[config.mk]
export PLATFORM = sky130hd
export DESIGN_NAME = nec_prefetch_ctrl
export DESIGN_NICKNAME = d
export VERILOG_FILES = /design/src/rtl/nec_prefetch_ctrl_pkg.sv /design/src/rtl/nec_prefetch_buf.sv /design/src/rtl/nec_prefetch_ctrl.sv
export SDC_FILE = /design/constraint.sdc
export NUM_CORES = 1
export LEC_CHECK = 0
export ABC_AREA = 1
export ABC_CLOCK_PERIOD_IN_PS = 2850
export CAP_MARGIN = 20
export CORE_MARGIN = 2
export CORE_UTILIZATION = 49
export DETAILED_ROUTE_END_ITERATION = 7
export HOLD_SLACK_MARGIN = 0.15
export PLACE_DENSITY = 0.9
export SKIP_CTS_REPAIR_TIMING = 1
export SLEW_MARGIN = 20
export SYNTH_ARGS = -nofsm -noshare
export SYNTH_HDL_FRONTEND = slang
export SYNTH_HIERARCHICAL = 1
export SYNTH_SLANG_ARGS = --single-unit
[constraint.sdc]
create_clock -name clk -period 2.85 [get_ports clk]
set_clock_uncertainty 0.15 [all_clocks]
set_input_delay 0.4275 -clock clk [delete_from_list [all_inputs] [get_ports clk]]
set_output_delay 0.4275 -clock clk [all_outputs]
set_load 0.02 [all_outputs]
[src/rtl/nec_prefetch_ctrl_pkg.sv]
// Shared types for the NEC prefetch controller: FSM state enum,
// queue size/depth constants and the code fetch address helper.
// PREFETCH_DEPTH6_EN selects the 6-byte (V30) queue depth.
package nec_prefetch_ctrl_pkg;

    typedef enum logic [1:0] {
        UNSYNC,
        IDLE,
        FETCH,
        EU
    } prefetch_state_e;

    localparam int IPQ_SIZE = 8;

`ifdef PREFETCH_DEPTH6_EN
    localparam logic [3:0] IPQ_DEPTH = 4'd6;
`else
    localparam logic [3:0] IPQ_DEPTH = 4'd8;
`endif

    function automatic logic [19:0] code_addr(
        input logic [15:0] seg,
        input logic [15:0] ofs
    );
        return {seg, 4'h0} + {4'h0, ofs};
    endfunction

endpackage

[src/rtl/nec_prefetch_buf.sv]
// 8x8 circular instruction byte buffer with one word/byte write port.
// Ports: clk, reset_n, we, word, idx, wdata in; q (all bytes) out.
import nec_prefetch_ctrl_pkg::*;

module nec_prefetch_buf (
    input  logic                     clk,
    input  logic                     reset_n,
    input  logic                     we,
    input  logic                     word,
    input  logic [2:0]               idx,
    input  logic [15:0]              wdata,
    output logic [IPQ_SIZE-1:0][7:0] q
);

    logic [2:0] idx_hi;

    // Second byte of a word write wraps around the buffer.
    assign idx_hi = idx + 3'd1;

    always_ff @(posedge clk) begin
        if (!reset_n) begin
            q <= '0;
        end else if (we) begin
            if (word) begin
                q[idx]    <= wdata[7:0];
                q[idx_hi] <= wdata[15:8];
            end else begin
                // Odd address: the byte arrives on the high lane.
                q[idx] <= wdata[15:8];
            end
        end
    end

endmodule

[src/rtl/nec_prefetch_ctrl.sv]
// Prefetch queue filler sharing the 16-bit bus between code fetch
// and EU data cycles; tracks fetch_pc and computes ipq_len.
// Ports: clk/reset_n/ce_1/ce_2; decoder side ps, decode_pc, set_pc,
// new_pc, block_prefetch, ipq, ipq_len; EU side eu_req..eu_rdata;
// bus side bus_req..bus_rdata. Macro PREFETCH_DEPTH6_EN: depth 6.
import nec_prefetch_ctrl_pkg::*;

module nec_prefetch_ctrl (
    input  logic             clk,
    input  logic             reset_n,
    input  logic             ce_1,
    input  logic             ce_2,
    input  logic [15:0]      ps,
    input  logic [15:0]      decode_pc,
    input  logic             set_pc,
    input  logic [15:0]      new_pc,
    input  logic             block_prefetch,
    output logic [7:0][7:0]  ipq,
    output logic [3:0]       ipq_len,
    input  logic             eu_req,
    input  logic             eu_write,
    input  logic [19:0]      eu_addr,
    input  logic [1:0]       eu_be,
    input  logic [15:0]      eu_wdata,
    output logic             eu_ack,
    output logic [15:0]      eu_rdata,
    output logic             bus_req,
    output logic             bus_write,
    output logic [19:0]      bus_addr,
    output logic [1:0]       bus_be,
    output logic [15:0]      bus_wdata,
    input  logic             bus_ready,
    input  logic [15:0]      bus_rdata
);

    prefetch_state_e state, state_n;

    logic [15:0] fetch_pc;
    logic        discard;
    logic [3:0]  len_raw;
    logic        room;
    logic        fetch_ok;
    logic        issue_eu;
    logic        issue_fetch;
    logic        done;
    logic        commit;
    logic        fetch_word;

    // Only the low nibble of decode_pc matters for the length.
    logic unused_ok;
    assign unused_ok = ^{ce_2, decode_pc[15:4]};

    assign len_raw = fetch_pc[3:0] - decode_pc[3:0];
    assign ipq_len = (state == UNSYNC) ? 4'd0 : len_raw;

    assign fetch_word = ~fetch_pc[0];

    // Compare against depth instead of subtracting, so a transiently
    // inconsistent decode_pc cannot underflow the free count.
    assign room = fetch_word ? (ipq_len <= IPQ_DEPTH - 4'd2)
                             : (ipq_len <= IPQ_DEPTH - 4'd1);

    assign fetch_ok = (state == IDLE) & ~block_prefetch
                    & ~set_pc & room;

    always_comb begin
        state_n     = state;
        issue_eu    = 1'b0;
        issue_fetch = 1'b0;
        done        = 1'b0;
        unique case (state)
            UNSYNC: begin
                if (set_pc)
                    state_n = IDLE;
            end
            IDLE: begin
                if (eu_req) begin
                    state_n  = EU;
                    issue_eu = 1'b1;
                end else if (fetch_ok) begin
                    state_n     = FETCH;
                    issue_fetch = 1'b1;
                end
            end
            FETCH: begin
                if (bus_ready) begin
                    state_n = IDLE;
                    done    = 1'b1;
                end
            end
            EU: begin
                if (bus_ready) begin
                    state_n = IDLE;
                    done    = 1'b1;
                end
            end
            default: state_n = UNSYNC;
        endcase
    end

    // A redirect landing with bus_ready drops the data as well.
    assign commit = (state == FETCH) & bus_ready
                  & ~discard & ~set_pc;

    always_ff @(posedge clk) begin
        if (!reset_n)
            state <= UNSYNC;
        else if (ce_1)
            state <= state_n;
    end

    always_ff @(posedge clk) begin
        if (!reset_n) begin
            fetch_pc  <= '0;
            discard   <= 1'b0;
            bus_req   <= 1'b0;
            bus_write <= 1'b0;
            bus_addr  <= '0;
            bus_be    <= '0;
            bus_wdata <= '0;
            eu_ack    <= 1'b0;
            eu_rdata  <= '0;
        end else if (ce_1) begin
            eu_ack <= 1'b0;

            if (set_pc)
                fetch_pc <= new_pc;
            else if (commit)
                fetch_pc <= fetch_pc
                          + (fetch_word ? 16'd2 : 16'd1);

            if (state == FETCH) begin
                if (bus_ready)
                    discard <= 1'b0;
                else if (set_pc)
                    discard <= 1'b1;
            end

            if (issue_eu) begin
                bus_req   <= 1'b1;
                bus_write <= eu_write;
                bus_addr  <= eu_addr;
                bus_be    <= eu_be;
                bus_wdata <= eu_wdata;
            end else if (issue_fetch) begin
                bus_req   <= 1'b1;
                bus_write <= 1'b0;
                bus_addr  <= code_addr(ps, fetch_pc);
                bus_be    <= fetch_word ? 2'b11 : 2'b10;
                bus_wdata <= '0;
            end else if (done) begin
                bus_req <= 1'b0;
            end

            if (state == EU && bus_ready) begin
                eu_ack   <= 1'b1;
                eu_rdata <= bus_rdata;
            end
        end
    end

    nec_prefetch_buf u_buf (
        .clk     (clk),
        .reset_n (reset_n),
        .we      (ce_1 & commit),
        .word    (fetch_word),
        .idx     (fetch_pc[2:0]),
        .wdata   (bus_rdata),
        .q       (ipq)
    );

endmodule

==> run_results.csv <==
group,metric,value,unit
place,portBuffers,222,
drt,dr_wl_met3,2690,microns
power,power_density,462,mW/mm^2
yosys,synth_area,0.00848,sq mm
clock_tree,numCtsBuffers,17,
worst_setup_path,crit_fanout,2,
grt,first_global_vias,9047,
drt,ant_nets,0,
yosys,syn_avg_cell_area,6.14,sq um
power,p_leak,0.00551,uW
floorplan,die_y,136,microns
clock_tree,cts_tree,"done",
timing,setup_viol,0,
worst_setup_path,cp-end-kind,"primary output",
clock_tree,cts_htree_levels,4,
yosys,synthCells,1381,
clock_tree,cts_max_path_buffers,2,
worst_hold_path,hold_class,"flop to flop",
timing,fmax,391,MHz
layout,syn_to_final_growth,35.7,%
yosys,ys_types,42,
worst_setup_path,crit_slowest_cell,"clkdlybuf4s50_1",
worst_setup_path,arrival,1.98,ns
floorplan,coreArea,0.0171,sq mm
power,vdd_drop_max,430,uV
floorplan,io_pins,236,
timing,tightest_slew,0.761,ns
layout,fillers,1451,
grt,overflow,0,
layout,layout-drive-gt1-share,8.33,%
layout,fin_cells,1834,
worst_setup_path,critPathRequiredTime,2.27,ns
timing,finalHoldViolations,0,
timing,min_period_over_period,89.8,%
worst_setup_path,cp_cell_sequence,"clkdlybuf4s50_1, ha_1, fa_1, nand2_1, nand3_1, inv_1, dlymetal6s2s_1",
drt,vias_per_cell,5.28,
timing,rsz0062_at_grt,"no",
clock_tree,clkSinkCount,140,
job,maxCapViolations,0,
clock_tree,clock_latency,0.42,ns
grt,grt_start_max_net_pins,57,
drt,highest_layer,"met4",
worst_setup_path,cp_slowest_stage_delay,0.43,ns
place,place.gp.congestion,0.949,
drt,first_pass_iters,7,
grt,antenna_found_initial,1,
drt,dr.first_iter.drc_count,860,
yosys,ys_seq_area_share,33.0,%
yosys,yosys_warnings,6,
drt,wl_met1,10600,microns
drt,dr_wl_met2,12900,microns
floorplan,dieArea,0.0184,sq mm
grt,grt_first_pass_wirelength,43600,microns
yosys,syn-num-nets,1512,
grt,grt_use_total,29.9,%
worst_setup_path,crit_path_start_kind,"input port",
layout,final_core_util,67.3,%
clock_tree,cts_root_buffer,"clkbuf_16",
timing,drv_slew,0,
layout,layout.nets,1726,
floorplan,initial_core_util,49.6,%
timing,finalCriticalPeriod,2.56,ns
timing,holdWs,0.312,ns
place,dpl.cell_count,1801,
worst_setup_path,criticalPathCategory,"input port to primary output",
place,place_hpwl,20000,microns
drt,wl_per_cell,15.0,microns
floorplan,std_cell_rows,48,
clock_tree,clk_pin_slew_worst_paths,0.06,ns
drt,wirelength,27500,microns
yosys,ys_ff_latch,140,
timing,slew_headroom,49.1,%
floorplan,die_w,136,microns
drt,vias,9691,
drt,drcViolationCount,0,
status,status,"complete, no violations",
==> through the flow <==
stage | setup WS (ns) | TNS, ns | total power (uW) | instance area (sq um)
CTS | -0.126 | -0.304 | 5320 | 11500
detailed placement | -0.153 | -4.25 | 2920 | 10900
finish | 0.290 | 0 | 5310 | 11500
global placement | -0.140 | -3.89 | 2900 | 10900
global route | 0.122 | 0 | 5510 | 11500
floorplan | 0.487 | 0 | 2570 | 8480
==> state kept, by name, indices dropped and copies added, names as in the netlist, 2 cells and up <==
signal / flops
bus_be: 2
state: 2
bus_wdata: 16
bus_addr: 20
fetch_pc: 16
u_buf/q: 64
eu_rdata: 16
==> final timing paths <==
path / start / to / slack, ns / depth (start not counted)
worst max-delay path: decode_pc[0] / ipq_len[2] / 0.29 / 7
worst min-delay path: bus_wdata[1] / bus_wdata[1] / 0.31 / 2
worst max register to register: fetch_pc[0] / bus_addr[1] / 0.39 / 13
worst min register to register: bus_wdata[1] / bus_wdata[1] / 0.31 / 2
==> power by group <==
group          internal, uW  switching [uW]  total [uW]
Clock                  1480             930        2410
Sequential             1990            28.1        2020
Combinational           354             528         881
==> critical path: cells and delay by family <==
family,cells,cell delay (ns)
buffers and inverters,3,0.73
adder cells (fa/ha/maj),2,0.61
AND/OR/NAND/NOR,2,0.21
==> logic make-up (layout without fill, tap and decap cells) <==
group,Yosys count,in the layout,share of synthesized area [%]
AOI/OAI and AO/OA,138,138,8.70
xor gates and xnor gates,8,8,0.826
adders and majority gates,20,20,3.13
buffers and inverters,212,439,11.7
DFF,140,140,33.0
other,0,1,0
and+or+nand+nor,863,863,42.6
==> cells in the final DEF (no fill, tap or decap), types with 3 or more instances in the layout <==
cell type,n
dlymetal6s2s_1,3
nand2_4,5
bufinv_16,4
dfxtp_1,140
clkinv_4,3
o21ai_0,60
inv_6,6
ha_1,18
nand3_1,120
nand4_1,5
clkdlybuf4s50_1,218
nor2_1,257
inv_1,131
buf_4,36
a21oi_1,62
nand2_1,421
clkbuf_16,17
nor3_1,7
nand2_2,24
nor2_4,8
inv_2,14
nor2_2,7
a211oi_1,3
xor2_1,6
==> routing by layer <==
metal,track usage [%],vias to the layer above
met5,0,-
met4,16.6,0
met3,7.67,106
met2,49.8,510
met1,35.0,4363
li1,-,4712
==> synthesized netlist by cell type, drive strengths merged <==
| library cell | count | share of area, % |
|---|---|---|
| o211ai | 2 | 0.18 |
| xor2 | 6 | 0.62 |
| o31ai | 1 | 0.089 |
| dfxtp | 140 | 33 |
| nand2 | 450 | 21 |
| o221ai | 1 | 0.10 |
| a21oi | 63 | 3.8 |
| o21a | 2 | 0.18 |
| clkinv | 1 | 0.044 |
| or2 | 3 | 0.22 |
| o21ai | 60 | 3.5 |
| nand3 | 120 | 7.1 |
| ha | 18 | 2.7 |
| and2 | 1 | 0.074 |
| inv | 146 | 6.5 |
| fa | 2 | 0.47 |
| nand4 | 5 | 0.37 |
| a211oi | 3 | 0.27 |
| a311oi | 2 | 0.21 |
| a21o | 1 | 0.089 |
| nor3b | 2 | 0.18 |
| nand3b | 2 | 0.18 |
| o21bai | 1 | 0.089 |
| nor2 | 272 | 13 |
| xnor2 | 2 | 0.21 |
| a221oi | 2 | 0.21 |
| nor3 | 8 | 0.53 |
| clkbuf | 28 | 1.2 |
| buf | 37 | 3.9 |
==> layout make-up <==
cell class / instances / area [sq um] / share of cell area [%]
antenna: 1 / 2.50 / 0.0217
clock buffer: 17 / 425 / 3.70
clock inverter: 15 / 211 / 1.84
inverter: 147 / 554 / 4.82
multi-input combinational: 1029 / 4700 / 40.8
sequential: 140 / 2800 / 24.3
tap: 225 / 282 / 2.45
timing repair buffer: 260 / 2530 / 22.0
No activity file was read; power rests on OpenSTA's default activity.
